File: src/rtl/store_db_pkg.sv
// Shared constants, FSM encoding and row-address helper for the deblocked-pixel store path.
// Latency: n/a (package only).
// Backpressure: n/a (package only).
package store_db_pkg;

  // Bits per pixel, matching the encoder-wide pixel width.
  localparam int PIXEL_WIDTH = 8;
  localparam int ROW_PIX     = 32;
  localparam int ROW_W       = ROW_PIX * PIXEL_WIDTH;

  localparam int LUMA_ROWS   = 128;
  localparam int CHROMA_ROWS = 64;
  localparam int TOTAL_ROWS  = LUMA_ROWS + CHROMA_ROWS;

  typedef enum logic [2:0] {
    ST_IDLE     = 3'd0,
    ST_WAIT_RDY = 3'd1,
    ST_READ     = 3'd2,
    ST_DRAIN    = 3'd3,
    ST_DONE     = 3'd4
  } state_t;

  // Pixel offset of buffer row 'row' inside its plane (the plane base is added by the caller).
  // Luma rows pair up as left/right 32-pixel halves of one 64-pixel line; chroma rows do the
  // same over 32 interleaved-UV lines.
  function automatic logic [31:0] row_offset(input logic [7:0]  row,
                                             input logic [7:0]  lcu_x,
                                             input logic [7:0]  lcu_y,
                                             input logic [12:0] width);
    logic [31:0] line;
    logic [31:0] col;
    logic [7:0]  k;
    k = row - 8'(LUMA_ROWS);
    if (row < 8'(LUMA_ROWS)) begin
      line = {18'd0, lcu_y, 6'd0} + {26'd0, row[6:1]};
      col  = {18'd0, lcu_x, 6'd0} + {26'd0, row[0], 5'd0};
    end else begin
      line = {19'd0, lcu_y, 5'd0} + {27'd0, k[5:1]};
      col  = {18'd0, lcu_x, 6'd0} + {26'd0, k[0], 5'd0};
    end
    return line * {19'd0, width} + col;
  endfunction

endpackage

File: src/rtl/store_db_if.sv
// External frame-memory write port: one 32-pixel row per req/ack handshake.
// Latency: n/a (wiring only).
// Backpressure: master holds req/addr/data stable until the slave raises ack.
interface store_db_if #(
  parameter int AW = 32,
  parameter int DW = store_db_pkg::ROW_W
);
  logic          ext_wr_req;
  logic [AW-1:0] ext_wr_addr;
  logic [DW-1:0] ext_wr_data;
  logic          ext_wr_ack;

  modport master (output ext_wr_req, ext_wr_addr, ext_wr_data, input ext_wr_ack);
  modport slave  (input ext_wr_req, ext_wr_addr, ext_wr_data, output ext_wr_ack);
endinterface

File: src/rtl/store_db_fifo.sv
// Two-entry FIFO holding {external address, row pixels} between buffer read and memory write.
// Latency: a push is visible at the head the cycle after it is written.
// Backpressure: push is dropped when full unless a pop frees the slot in the same cycle.
module store_db_fifo #(
  parameter int W = 8
) (
  input  logic         clk,
  input  logic         rstn,
  input  logic         push_i,
  input  logic         pop_i,
  input  logic [W-1:0] din_i,
  output logic [W-1:0] dout_o,
  output logic [1:0]   count_o,
  output logic         empty_o
);

  logic [W-1:0] mem_q [2];
  logic         wr_ptr_q;
  logic         rd_ptr_q;
  logic [1:0]   count_q;
  logic         do_push;
  logic         do_pop;

  assign do_pop  = pop_i && (count_q != 2'd0);
  assign do_push = push_i && ((count_q != 2'd2) || do_pop);

  assign dout_o  = mem_q[rd_ptr_q];
  assign count_o = count_q;
  assign empty_o = (count_q == 2'd0);

  // Storage, pointers and occupancy; push and pop together leave the count unchanged.
  always_ff @(posedge clk or negedge rstn) begin
    if (!rstn) begin
      for (int i = 0; i < 2; i++) mem_q[i] <= '0;
      wr_ptr_q <= 1'b0;
      rd_ptr_q <= 1'b0;
      count_q  <= 2'd0;
    end else begin
      if (do_push) begin
        mem_q[wr_ptr_q] <= din_i;
        wr_ptr_q        <= ~wr_ptr_q;
      end
      if (do_pop) rd_ptr_q <= ~rd_ptr_q;
      case ({do_push, do_pop})
        2'b10:   count_q <= count_q + 2'd1;
        2'b01:   count_q <= count_q - 2'd1;
        default: count_q <= count_q;
      endcase
    end
  end

endmodule

File: src/rtl/store_db.sv
// Reads the 192 rows of a deblocked LCU from its pixel buffer and writes them to frame memory.
// Latency: buffer data lands in the FIFO one cycle after the read; 1 row/cycle with ack held high.
// Backpressure: ext_wr_ack stalls the FIFO head; reads pause so FIFO plus in-flight never exceeds 2.
module store_db
  import store_db_pkg::*;
#(
  parameter int                    ADDR_WIDTH  = 32,
  parameter logic [ADDR_WIDTH-1:0] LUMA_BASE   = '0,
  parameter logic [ADDR_WIDTH-1:0] CHROMA_BASE = ADDR_WIDTH'(32'h0010_0000)
) (
  input  logic             clk,
  input  logic             rstn,
  input  logic             start_i,
  input  logic [7:0]       lcu_x_i,
  input  logic [7:0]       lcu_y_i,
  input  logic [12:0]      frame_width_i,
  input  logic             ext_store_ready_i,
  output logic             ext_store_en_o,
  output logic [7:0]       ext_store_addr_o,
  input  logic [ROW_W-1:0] ext_store_data_i,
  output logic             ext_store_done_o,
  store_db_if.master       wr,
  output logic             busy_o
);

  state_t                state_q;
  logic                  busy_q;
  logic                  done_q;
  logic [7:0]            rd_cnt_q;
  logic [7:0]            lcu_x_q;
  logic [7:0]            lcu_y_q;
  logic [12:0]           width_q;
  logic                  rvld_q;
  logic [ADDR_WIDTH-1:0] pipe_addr_q;

  logic [1:0]                  fifo_cnt;
  logic                        fifo_empty;
  logic [ADDR_WIDTH+ROW_W-1:0] fifo_head;
  logic                        pop;
  logic [2:0]                  occ;
  logic                        rd_en;
  logic [ADDR_WIDTH-1:0]       row_addr;

  // Occupancy after this cycle's pop plus the row still in flight from last cycle's read.
  // Counting the pop is what lets a full-rate stream run with ack held high.
  assign pop   = !fifo_empty && wr.ext_wr_ack;
  assign occ   = {1'b0, fifo_cnt} - {2'b0, pop} + {2'b0, rvld_q};
  assign rd_en = (state_q == ST_READ) && (occ < 3'd2);

  assign row_addr = ((rd_cnt_q < 8'(LUMA_ROWS)) ? LUMA_BASE : CHROMA_BASE)
                  + ADDR_WIDTH'(row_offset(rd_cnt_q, lcu_x_q, lcu_y_q, width_q));

  assign ext_store_en_o   = rd_en;
  assign ext_store_addr_o = rd_cnt_q;
  assign ext_store_done_o = done_q;
  assign busy_o           = busy_q;

  assign wr.ext_wr_req                    = !fifo_empty;
  assign {wr.ext_wr_addr, wr.ext_wr_data} = fifo_head;

  // Job sequencing: latch job, wait for a full buffer, stream rows, drain, pulse done.
  always_ff @(posedge clk or negedge rstn) begin
    if (!rstn) begin
      state_q  <= ST_IDLE;
      busy_q   <= 1'b0;
      done_q   <= 1'b0;
      rd_cnt_q <= 8'd0;
      lcu_x_q  <= 8'd0;
      lcu_y_q  <= 8'd0;
      width_q  <= 13'd0;
    end else begin
      done_q <= 1'b0;
      case (state_q)
        ST_IDLE: begin
          if (start_i) begin
            lcu_x_q  <= lcu_x_i;
            lcu_y_q  <= lcu_y_i;
            width_q  <= frame_width_i;
            rd_cnt_q <= 8'd0;
            busy_q   <= 1'b1;
            state_q  <= ST_WAIT_RDY;
          end
        end
        // Ready is only a job-level go signal; once reading starts it is not looked at.
        ST_WAIT_RDY: if (ext_store_ready_i) state_q <= ST_READ;
        ST_READ: begin
          if (rd_en) begin
            if (rd_cnt_q == 8'(TOTAL_ROWS - 1)) begin
              rd_cnt_q <= 8'd0;
              state_q  <= ST_DRAIN;
            end else begin
              rd_cnt_q <= rd_cnt_q + 8'd1;
            end
          end
        end
        ST_DRAIN: begin
          if (fifo_empty && !rvld_q) begin
            done_q  <= 1'b1;
            state_q <= ST_DONE;
          end
        end
        ST_DONE: begin
          busy_q  <= 1'b0;
          state_q <= ST_IDLE;
        end
        default: state_q <= ST_IDLE;
      endcase
    end
  end

  // Address is formed at issue time and delayed one cycle so it meets its row data.
  always_ff @(posedge clk or negedge rstn) begin
    if (!rstn) begin
      rvld_q      <= 1'b0;
      pipe_addr_q <= '0;
    end else begin
      rvld_q <= rd_en;
      if (rd_en) pipe_addr_q <= row_addr;
    end
  end

  store_db_fifo #(
    .W (ADDR_WIDTH + ROW_W)
  ) u_fifo (
    .clk     (clk),
    .rstn    (rstn),
    .push_i  (rvld_q),
    .pop_i   (pop),
    .din_i   ({pipe_addr_q, ext_store_data_i}),
    .dout_o  (fifo_head),
    .count_o (fifo_cnt),
    .empty_o (fifo_empty)
  );

endmodule

File: src/flat_wrapper.sv
// flat-port wrapper written by rule: the top's interface ports become plain ports
module store_db_flat import store_db_pkg::*;
#(
  parameter int                    ADDR_WIDTH  = 32,
  parameter logic [ADDR_WIDTH-1:0] LUMA_BASE   = '0,
  parameter logic [ADDR_WIDTH-1:0] CHROMA_BASE = ADDR_WIDTH'(32'h0010_0000)
)
  (clk, rstn, start_i, lcu_x_i, lcu_y_i, frame_width_i, ext_store_ready_i, ext_store_en_o, ext_store_addr_o, ext_store_data_i, ext_store_done_o, busy_o, wr_ext_wr_req, wr_ext_wr_addr, wr_ext_wr_data, wr_ext_wr_ack);
  store_db_if wr_i ();
  input  logic clk;
  input  logic rstn;
  input  logic start_i;
  input  logic [7:0] lcu_x_i;
  input  logic [7:0] lcu_y_i;
  input  logic [12:0] frame_width_i;
  input  logic ext_store_ready_i;
  output logic ext_store_en_o;
  output logic [7:0] ext_store_addr_o;
  input  logic [ROW_W-1:0] ext_store_data_i;
  output logic ext_store_done_o;
  output logic busy_o;
  output wire logic [$bits(wr_i.ext_wr_req)-1:0] wr_ext_wr_req;
  output wire logic [$bits(wr_i.ext_wr_addr)-1:0] wr_ext_wr_addr;
  output wire logic [$bits(wr_i.ext_wr_data)-1:0] wr_ext_wr_data;
  input wire logic [$bits(wr_i.ext_wr_ack)-1:0] wr_ext_wr_ack;
  assign wr_ext_wr_req = wr_i.ext_wr_req;
  assign wr_ext_wr_addr = wr_i.ext_wr_addr;
  assign wr_ext_wr_data = wr_i.ext_wr_data;
  assign wr_i.ext_wr_ack = wr_ext_wr_ack;
  store_db #(.ADDR_WIDTH(ADDR_WIDTH), .LUMA_BASE(LUMA_BASE), .CHROMA_BASE(CHROMA_BASE)) u_core (.clk(clk), .rstn(rstn), .start_i(start_i), .lcu_x_i(lcu_x_i), .lcu_y_i(lcu_y_i), .frame_width_i(frame_width_i), .ext_store_ready_i(ext_store_ready_i), .ext_store_en_o(ext_store_en_o), .ext_store_addr_o(ext_store_addr_o), .ext_store_data_i(ext_store_data_i), .ext_store_done_o(ext_store_done_o), .wr(wr_i), .busy_o(busy_o));
endmodule
File: config.mk
export PLATFORM = sky130hd
export DESIGN_NAME = store_db_flat
export DESIGN_NICKNAME = d
export VERILOG_FILES = /design/src/rtl/store_db_pkg.sv /design/src/rtl/store_db_if.sv /design/src/rtl/store_db_fifo.sv /design/src/rtl/store_db.sv /design/src/flat_wrapper.sv
export SDC_FILE = /design/constraint.sdc
export NUM_CORES = 1
export LEC_CHECK = 0
export ABC_AREA = 1
export BUFFER_PORTS_ARGS = -buffer_cell sky130_fd_sc_hd__clkbuf_2
export CAP_MARGIN = 15
export CORE_MARGIN = 2
export CORE_UTILIZATION = 39
export CTS_CLUSTER_DIAMETER = 150
export CTS_CLUSTER_SIZE = 8
export DETAILED_ROUTE_END_ITERATION = 7
export GPL_TIMING_DRIVEN = 0
export HOLD_SLACK_MARGIN = 0.06
export PLACE_DENSITY_LB_ADDON = 0.05
export REMOVE_ABC_BUFFERS = 1
export SLEW_MARGIN = 20
export SYNTH_ARGS = -nofsm -noshare
export SYNTH_HDL_FRONTEND = slang
export SYNTH_SLANG_ARGS = --single-unit
File: constraint.sdc
create_clock -name clk -period 5.35 [get_ports clk]
set_clock_uncertainty 0.15 [all_clocks]
set_input_delay 1.07 -clock clk [delete_from_list [all_inputs] [get_ports clk]]
set_output_delay 1.07 -clock clk [all_outputs]
set_load 0.02 [all_outputs]
* Word level (Yosys, flattened, before mapping)
Cells that the tools add are included.
** Storage, ports and cells
- Bits in registers :: 655
- Bits of input ports :: 290
- Output and inout bits :: 300
- Logic and storage cells :: 92
** Cells by class
- Add/sub/neg operators :: 12
- Multipliers :: 1
- $lt $le $gt $ge :: 5
- Eq/ne operators :: 13
- Multiplexer cells :: 24
- Bitwise logic cells :: 4
- Reduce and logical (&&, ||, !) cells :: 19
** Operator list (count)
- two-way mux 288 bit :: 4
- bitwise mux 576 bit :: 1
- demux 288 bit (select 1 bit) :: 1
- adder 32 bit :: 2
- two-way mux 32 bit :: 2
- adder 14 x 6 -> 15 bit :: 3
- multiplier 32 x 13 -> 32 bit :: 1
- two-way mux 8 bit :: 3
- two-way mux 21 bit :: 1
- one-hot mux 8 bit (2 select lines) :: 1
- two-way mux 3 bit :: 5
- adder 13 x 5 -> 14 bit :: 1
- one-hot mux 3 bit (4 select lines) :: 1
- adder 8 x 1 -> 8 bit (second input constant) :: 1
- equality test 8 bit (second input constant) :: 1
- less-than comparator 8 bit (second input constant) :: 1
- inequality test 2 bit (second input constant) :: 4
- nonzero test 2 bit :: 4
- equality test 3 x 2 -> 1 bit (second input constant) :: 2
- logical AND 1 bit :: 6
- subtractor 6 x 1 -> 6 bit (second input constant) :: 1
- AND reduction 5 bit :: 1
- greater-or-equal comparator 2 bit (second input constant) :: 2
- inequality test 2 x 1 -> 1 bit (second input constant) :: 2
- other kinds (21) :: 27

* Longest topological paths before layout
Gate-level depths: netlist of run 1.
- Depth in word-level cells :: 9
- Depth in mapped cells :: 28
- Mapped depth without buffers :: 28

* Hierarchy
A second synthesis of run 1 with hierarchy kept.
** Unflattened totals
- Cells, all modules :: 4828
- Area, all modules :: 37364.6 um^2
** By module, submodules not included
- store_db_fifo :: instances 1, cells an instance 3513, area each 27258.6 um^2, seq. area each 14513.9 um^2
- store_db :: instances 1, cells an instance 1315, area each 10105.9 um^2, seq. area each 1826.8 um^2

* Worst setup path after synthesis of run 1
No wires, ideal clock.
- Kind :: flip-flop to flip-flop
- From :: register u_core.rd_cnt_q[7] (netlist: u_core.ext_store_addr_o[7])
- To :: register u_core.pipe_addr_q[14]
- Setup time :: 0.118 ns
- Arrival time :: 5.504 ns
- Data required time :: 5.082 ns
- Path slack :: -0.422 ns
- Stages on the path, launching flop included :: 25
- Period minus slack after synthesis :: 5.772 ns
- Path through :: dfrtp_1 inv_1 or2_2 o21ai_1 inv_1 nand2_1 fa_1 fa_1 inv_1 fa_1 fa_1 fa_1 inv_1 fa_1 inv_1 ha_1 nand2_1 inv_1 nand2_1 nand2_1 inv_1 nand3_1 or2_2 nand3_1 nand2_1
** On the way
- Cells in the longest elaborated chain, start to end :: 5
- Elaborated cells on any way between the ends :: 6
- Those cells by class :: add/sub (2); mul (1); order compare (1); mux (2)
** RTL lines
- start: declaration :: line store_db.sv:29 : logic [7:0] rd_cnt_q;
- start signal: assignment :: line store_db.sv:92 : rd_cnt_q <= rd_cnt_q + 8'd1;
- less-than comparator 8 bit (*) :: line store_db_pkg.sv:34 : if (row < 8'(LUMA_ROWS)) begin
- two-way mux 32 bit :: line store_db_pkg.sv:34
- multiplier 32 x 13 -> 32 bit :: line store_db_pkg.sv:41 : return line * {19'd0, width} + col;
- adder 32 bit (*) :: line store_db_pkg.sv:41
- adder 32 bit (*) :: line store_db.sv:51 : + ADDR_WIDTH'(row_offset(rd_cnt_q, lcu_x_q, lcu_y_q, width_q));
- end signal: assignment :: line store_db.sv:118 : if (rd_en) pipe_addr_q <= row_addr;
- end: declaration :: line store_db.sv:34 : logic [ADDR_WIDTH-1:0] pipe_addr_q;
Mark *: on every way between the ends. The rest lies on a longest branch, timed or not.
A chain may end at the register's enable or synchronous reset.

* Worst setup path after layout of run 1
- From :: register u_core.rd_cnt_q[7] (netlist: u_core.ext_store_addr_o[7])
- To :: register u_core.pipe_addr_q[22]
** On the way
- Cells in the longest elaborated chain, start to end :: 5
- Elaborated cells on any way between the ends :: 7
- Those cells by class :: add/sub (2); mul (1); order compare (1); mux (3)
** RTL lines (line)
- less-than comparator 8 bit (*) :: store_db_pkg.sv:34, store_db.sv:50
- two-way mux 32 bit :: store_db_pkg.sv:34
- multiplier 32 x 13 -> 32 bit :: store_db_pkg.sv:41
- adder 32 bit :: store_db_pkg.sv:41
- adder 32 bit (*) :: store_db.sv:51
Marked as above.

==> flow_summary.yaml, run 1 <==
finish:
  drive_gt1_share_pct: 23.6
  nets: 4887
  n_fill_cell: 8604
  area_growth_pct: 23.9
  seq_area_sq_mm: 0.0162
  multiInputGateArea_sq_mm: 0.0160
placement:
  pre_cts_slack_ns: -1.75
  numPortBuffers: 587
  gp_congestion: 0.815
  dp_hpwl_microns: 69700
yosys:
  syn_area_per_cell_sq_um: 9.18
  yosys-top-cells-area: "dfrtp_1 (47%), nand2_1 (11%), o21ai_0 (8.8%)"
  synth.yosys.seq_area_share_pct: 46.9
  synth.distinct_cells: 39
  synth_area_sq_mm: 0.0346
  netlist_instances: 3772
  async_flop_share_pct: 100
  yosys_warnings: 0
  synth_ff_type: "dfrtp_1"
  yosysTopAreaCell: "dfrtp_1"
  synth_top_area_share_pct: 46.9
  synth-edff-count: 0
  synth_seq_cells: 649
floorplanning:
  ioPinCount: 590
  die_h_microns: 302
  start_util_pct: 39.3
  die_w_microns: 302
  die-area_sq_mm: 0.0912
  core_sq_mm: 0.0882
  rows: 109
critical_path:
  path_max_fanout: 8
  worst_setup_path_end_kind: "flip-flop"
  cp.arrival_ns: 6.11
  worstSetupPathType: "flip-flop to flip-flop"
  required_ns: 5.73
  cp-start-kind: "flip-flop"
hold_path:
  hold_class: "flip-flop to flip-flop"
cts:
  cts-root-buf: "clkbuf_16"
  cts_inserted_buffers: 91
  clock_path_buffers: 3
  tritoncts: "built"
  cts.clk_slew.worst_paths_ns: 0.06
  cts_sinks: 649
  htree_levels: 3
  insertion_delay_ns: 0.67
sta:
  drv_slew: 0
  slew_headroom_pct: 32.0
  max_freq_mhz: 174
  fin_crit_sh_pct: 107
  finalSetupViolCount: 23
  post-route-min-period_ns: 5.73
  fin_ws_ns: -0.383
  hold_violations: 0
  fin_setup_tns_ns: -6.24
  rsz0062_at_grt: "true"
  worst_slew_pin_slew_ns: 1.02
status:
  failed_checks: "setup timing"
  status: "complete, but fails checks"
global_route:
  grt_max_degree: 86
  grt_use_total_pct: 20.8
  antenna_found_initial: 17
  grt_overflow: 0
  grt_pass1_vias: 26200
  grt_first_pass_wirelength_microns: 149000
routing:
  ant_nets: 0
  vias_per_cell: 4.77
  drcViolationCount: 0
  firstDrtPassIters: 7
  vias: 26400
  drt-total-wl_microns: 94100
  first_iter_violations: 1362
  routedWlPerCell_microns: 17.0
job:
  cap_violations: 0
cell type report:
class                      count  area share (%)
sequential                   649            37.9
clock buffer                  94            5.38
clock inverter                 7           0.277
tap                         1165            3.40
multi-input combinational   2342            37.2
timing repair buffer         685            10.6
inverter                     590            5.21
antenna                       12          0.0700
sequential cells by signal, indices dropped and copies added, names as in the netlist, 2 cells and up:
| register | count |
|---|---|
| u_core.u_fifo.mem_q | 572 |
| u_core.pipe_addr_q | 30 |
| u_core.lcu_x_q | 8 |
| u_core.u_fifo.count_o | 2 |
| u_core.state_q | 3 |
| u_core.ext_store_addr_o | 8 |
| u_core.width_q | 13 |
| u_core.lcu_y_q | 8 |
worst paths after layout:
check	from	end	slack, ns	cells past startpoint
max	u_core.ext_store_addr_o[7]$_DFFE_PN0P_	u_core.pipe_addr_q[22]$_DFFE_PN0P_	-0.38	25
min	u_core.u_fifo.mem_q[62]$_DFFE_PN0P_	u_core.u_fifo.mem_q[62]$_DFFE_PN0P_	0.33	1
max reg2reg	u_core.ext_store_addr_o[7]$_DFFE_PN0P_	u_core.pipe_addr_q[22]$_DFFE_PN0P_	-0.38	25
min reg2reg	u_core.u_fifo.mem_q[62]$_DFFE_PN0P_	u_core.u_fifo.mem_q[62]$_DFFE_PN0P_	0.33	1
max in group asynchronous	rstn	u_core.u_fifo.mem_q[340]$_DFFE_PN0P_	2.04	8
min in group asynchronous	rstn	u_core.u_fifo.mem_q[446]$_DFFE_PN0P_	0.64	2
synthesized netlist by cell type, types with 8 or more instances:
master    number
clkbuf_1     114
mux2_1       229
or2_2          8
fa_1         144
mux2_2        57
buf_4         15
nand4_1        9
nor2_1       106
a21oi_1       21
inv_1        584
o21ai_0      609
buf_2         33
nor3_1        11
dfrtp_1      649
ha_1          94
nand3_1       38
buf_6         22
nand2_1      977
cells in the final DEF, fill, tap and decap left out, drive strengths merged:
cell type | Yosys | routed
clkbuf | 114 | 681
nand2 | 980 | 980
dfrtp | 649 | 649
a21oi | 21 | 21
ha | 94 | 94
xnor2 | 7 | 7
xor2 | 5 | 5
fa | 144 | 144
and2 | 1 | 1
nor3 | 11 | 11
and3 | 1 | 1
conb | 1 | 2
or2 | 8 | 8
inv | 586 | 587
nand4 | 9 | 9
a211oi | 1 | 1
nor2 | 108 | 108
clkinvlp | 0 | 2
nand3b | 6 | 6
nand3 | 39 | 39
o21bai | 1 | 1
o21ai | 616 | 616
dlygate4sd3 | 0 | 1
clkinv | 4 | 8
mux2 | 286 | 286
a31oi | 1 | 1
o22ai | 1 | 1
diode | 0 | 12
buf | 78 | 97
critical path, stage by stage, from the launching register on:
cell	delay, ns
dfrtp_4	0.46
clkinvlp_4	0.16
or2_4	0.27
o21ai_4	0.12
buf_6	0.16
nor2_1	0.04
fa_1	0.48
inv_1	0.06
fa_1	0.48
inv_1	0.06
fa_1	0.53
fa_2	0.44
fa_1	0.49
inv_1	0.05
fa_1	0.47
inv_1	0.06
ha_4	0.31
nand2_4	0.08
nor2_4	0.19
nand3_2	0.11
nand3_2	0.12
nand2_2	0.07
nand2_1	0.06
nand2_1	0.04
nand3_1	0.08
nand2_1	0.07
through the flow:
stage	hold slack (ns)	instances	cell area (sq um)	utilization, %
floorplan	0.308	3581	33600	-
global route	0.340	5538	42900	48.6
finish	0.330	5544	42900	48.6
detailed placement	0.325	5380	39200	44.4
CTS	0.336	5518	42400	48.1
global placement	0.317	5333	38000	43.1
layer usage:
| metal | global-route usage, % | vias to the layer above | wire [microns] |
|---|---|---|---|
| met5 | 0 | - | 58 |
| met4 | 6.38 | 8 | 2460 |
| met3 | 4.15 | 141 | 4820 |
| met2 | 35.5 | 463 | 46300 |
| met1 | 26.7 | 12800 | 40500 |
| li1 | - | 13000 | - |
cells by family (layout without fill, tap and decap cells):
kind of cell | count (synthesis) | count (layout) | share of synthesized area, %
AO/OA/AOI/OAI | 641 | 641 | 9.28
buffers and inverters | 782 | 1376 | 9.39
XOR/XNOR | 12 | 12 | 0.303
other | 1 | 14 | 0.0108
AND/OR/NAND/NOR | 1163 | 1163 | 13.1
adder cells (fa/ha/maj) | 238 | 238 | 11.7
flip-flops | 649 | 649 | 46.9
multiplexers | 286 | 286 | 9.30
what timing repair did:
item / CTS / global route
hold buffers: 1 / 0
endpoints found under the setup margin: 25 / 23
gates resized for setup: 147 / 101
pin swaps: 44 / 35
buffers inserted: 36 / 16
hold endpoints to repair: 2 / 0
Power of run 1 is not shown: default switching activity piles up to over one toggle a cycle in this logic, so the estimate is an artifact.
==> inputs of run 2 (changes only) <==
--- a/config.mk
+++ b/config.mk
@@ -5,7 +5,6 @@
 export SDC_FILE = /design/constraint.sdc
 export NUM_CORES = 1
 export LEC_CHECK = 0
-export ABC_AREA = 1
 export BUFFER_PORTS_ARGS = -buffer_cell sky130_fd_sc_hd__clkbuf_2
 export CAP_MARGIN = 15
 export CORE_MARGIN = 2
==> flow_summary.yaml, run 2 <==
global_route:
  met1_usage_pct: 23.8
  grt_first_pass_wirelength_microns: 136000
  antenna_found_initial: 13
  grt-busiest-layer: "met2"
  use_met2_pct: 34.0
  grt_use_met3_pct: 3.62
  grt_max_degree: 93
  grt_pass1_vias: 23400
  grt_overflow: 0
  grt_use_total_pct: 19.4
hold_path:
  hold_class: "primary input to asynchronous set/reset pin"
critical_path:
  cp-startpoint: "u_core.ext_store_addr_o[7]$_DFFE_PN0P_"
  max_stage_delay_ns: 0.55
  critPathCapture: "u_core.pipe_addr_q[28]$_DFFE_PN0P_"
  cpMostUsedCell: "fa_1"
  cp_slowest_cell: "fa_2"
  path_depth: 21
  crit_family: "adder cells"
  required_ns: 5.75
  worstSetupPathType: "flip-flop to flip-flop"
  worst_setup_path_end_kind: "flip-flop"
  r2r_setup_slack_ns: -1.00
  r2r_start: "u_core.ext_store_addr_o[7]$_DFFE_PN0P_"
  cp_cell_sequence: "buf_6 > mux2_4 > and2_4 > fa_1 > inv_1 > fa_1 > inv_1 > fa_2 > fa_2 > fa_1 > inv_1 > fa_1 > inv_2 > ha_4 > o21a_1 > o211ai_1 > buf_4 > o31ai_4 > a31oi_4 > or4b_1 > nand3_1"
  reg2regPathDepth: 21
  cp.arrival_ns: 6.76
  path_max_fanout: 6
  cp-start-kind: "flip-flop"
  path_buf_inv: 6
  worstReg2RegEnd: "u_core.pipe_addr_q[28]$_DFFE_PN0P_"
sta:
  worst_slew_pin_slew_ns: 0.787
  post-route-min-period_ns: 6.35
  rsz0062_at_grt: "true"
  fin_crit_sh_pct: 119
  fin_ws_ns: -1.00
  max_freq_mhz: 157
  drv_slew: 0
  finalSetupViolCount: 20
  slew_headroom_pct: 47.6
  hold_violations: 0
cts:
  cts.clk_slew.worst_paths_ns: 0.07
  clock_path_buffers: 3
  cts_inserted_buffers: 91
  htree_levels: 3
  cts-root-buf: "clkbuf_16"
  insertion_delay_ns: 0.66
  cts_sinks: 649
  tritoncts: "built"
yosys:
  yosys_warnings: 0
  synth.distinct_cells: 50
  netlist_instances: 2542
  syn_area_per_cell_sq_um: 13.4
  synth_common_cells: "mux2_2 (889), dfrtp_1 (649), nand2_1 (158)"
  synth_area_sq_mm: 0.0340
  synth_seq_cells: 649
  synth_ff_type: "dfrtp_1"
  yosysTopAreaCell: "dfrtp_1"
  synth.most_common_cell: "mux2_2"
  synth_top_area_share_pct: 47.7
  yosys-top-cells-area: "dfrtp_1 (48%), mux2_2 (29%), fa_1 (8.5%)"
  async_flop_share_pct: 100
  synth-edff-count: 0
  synth.yosys.seq_area_share_pct: 47.7
floorplanning:
  core_sq_mm: 0.0866
  die_h_microns: 299
  die_w_microns: 299
  rows: 108
  ioPinCount: 590
  die-area_sq_mm: 0.0896
  start_util_pct: 39.3
status:
  failed_checks: "setup timing"
  status: "complete, but fails checks"
routing:
  first_iter_violations: 801
  vias_per_cell: 4.97
  vias: 21700
  ant_nets: 0
  drt-total-wl_microns: 87600
  drcViolationCount: 0
  firstDrtPassIters: 4
  routedWlPerCell_microns: 20.1
finish:
  largest_registers: "u_core.u_fifo.mem_q (572), u_core.pipe_addr_q (30), u_core.width_q (13)"
  n_fill_cell: 7827
  drive_gt1_share_pct: 54.3
  final_common_cell: "mux2_2"
  final_cells: 4359
  largest_register_ffs: 572
  seq_area_sq_mm: 0.0162
  regMostFlops: "u_core.u_fifo.mem_q"
  multiInputGateArea_sq_mm: 0.0169
  final_cell_mix: "mux2_2 (881), dfrtp_1 (647), clkbuf_2 (586)"
  nets: 3712
  area_growth_pct: 22.8
placement:
  gp_congestion: 0.798
  dp_cells: 4218
  numPortBuffers: 587
  dp_hpwl_microns: 65000
job:
  cap_violations: 0
-- run 2: area by class of cell --
class                           instances  area share, %
Antenna cell                           12         0.0718
Clock buffer                           94           5.53
Clock inverter                          7          0.356
Inverter                              157           1.42
Multi-Input combinational cell       1599           40.4
Sequential cell                       649           38.9
Tap cell                             1155           3.46
Timing Repair Buffer                  686           9.88
-- run 2: worst min-delay path by stage --
stage                                               startpoint                                   end  slack, ns
after floorplan              u_core.pipe_addr_q[0]$_DFFE_PN0P_     u_core.pipe_addr_q[0]$_DFFE_PN0P_       0.30
after global placement    u_core.u_fifo.mem_q[149]$_DFFE_PN0P_  u_core.u_fifo.mem_q[149]$_DFFE_PN0P_       0.33
after detailed placement     u_core.pipe_addr_q[0]$_DFFE_PN0P_     u_core.pipe_addr_q[0]$_DFFE_PN0P_       0.33
after CTS                                                 rstn  u_core.u_fifo.mem_q[366]$_DFFE_PN0P_       0.28
after global routing                                      rstn  u_core.u_fifo.mem_q[448]$_DFFE_PN0P_       0.31
final                                                     rstn   u_core.u_fifo.mem_q[90]$_DFFE_PN0P_       0.30
-- run 2: through the flow --
step	setup TNS [ns]	cell area [sq um]	hold slack (ns)	setup WS, ns	utilization, %
after global routing	-18.73	41800	0.314	-1.19	48.2
final	-14.51	41800	0.299	-1.00	48.3
after CTS	-14.73	41700	0.281	-1.03	48.1
after floorplan	-4992.43	33400	0.303	-11.00	-
after detailed placement	-24.32	38800	0.335	-1.54	44.8
after global placement	-	37800	0.331	-21.91	43.6
-- run 2: repair_timing --
| item | in CTS | in global routing |
|---|---|---|
| buffers inserted | 22 | 7 |
| resized for setup | 62 | 21 |
| hold buffers | 0 | 0 |
| pin swaps | 22 | 21 |
| setup endpoints to repair | 24 | 23 |
-- run 2: worst register-to-register path, delay by kind of cell (launching register included) --
kind / cells / cell delay (ns)
buffers and inverters: 6 / 0.52
AOI/OAI and AO/OA: 4 / 0.71
adders and majority gates: 7 / 3.25
DFF: 1 / 0.54
and+or+nand+nor: 3 / 0.75
muxes: 1 / 0.35
-- run 2: logic make-up after synthesis --
group / synth area share, %
buffers and inverters: 3.53
AND/OR/NAND/NOR: 4.64
flip-flops: 47.7
adder cells (fa/ha/maj): 11.9
AO/OA/AOI/OAI: 2.17
XOR/XNOR: 0.541
other: 0.0110
multiplexers: 29.5
-- run 2: metal layers --
layer / share of wire [%] / vias to the layer above
met2: 51 / 458
met3: 4.9 / 145
li1: - / 9935
met1: 41 / 11100
met5: 0.013 / -
met4: 3.0 / 2
Power of run 2 is left out for the same reason.
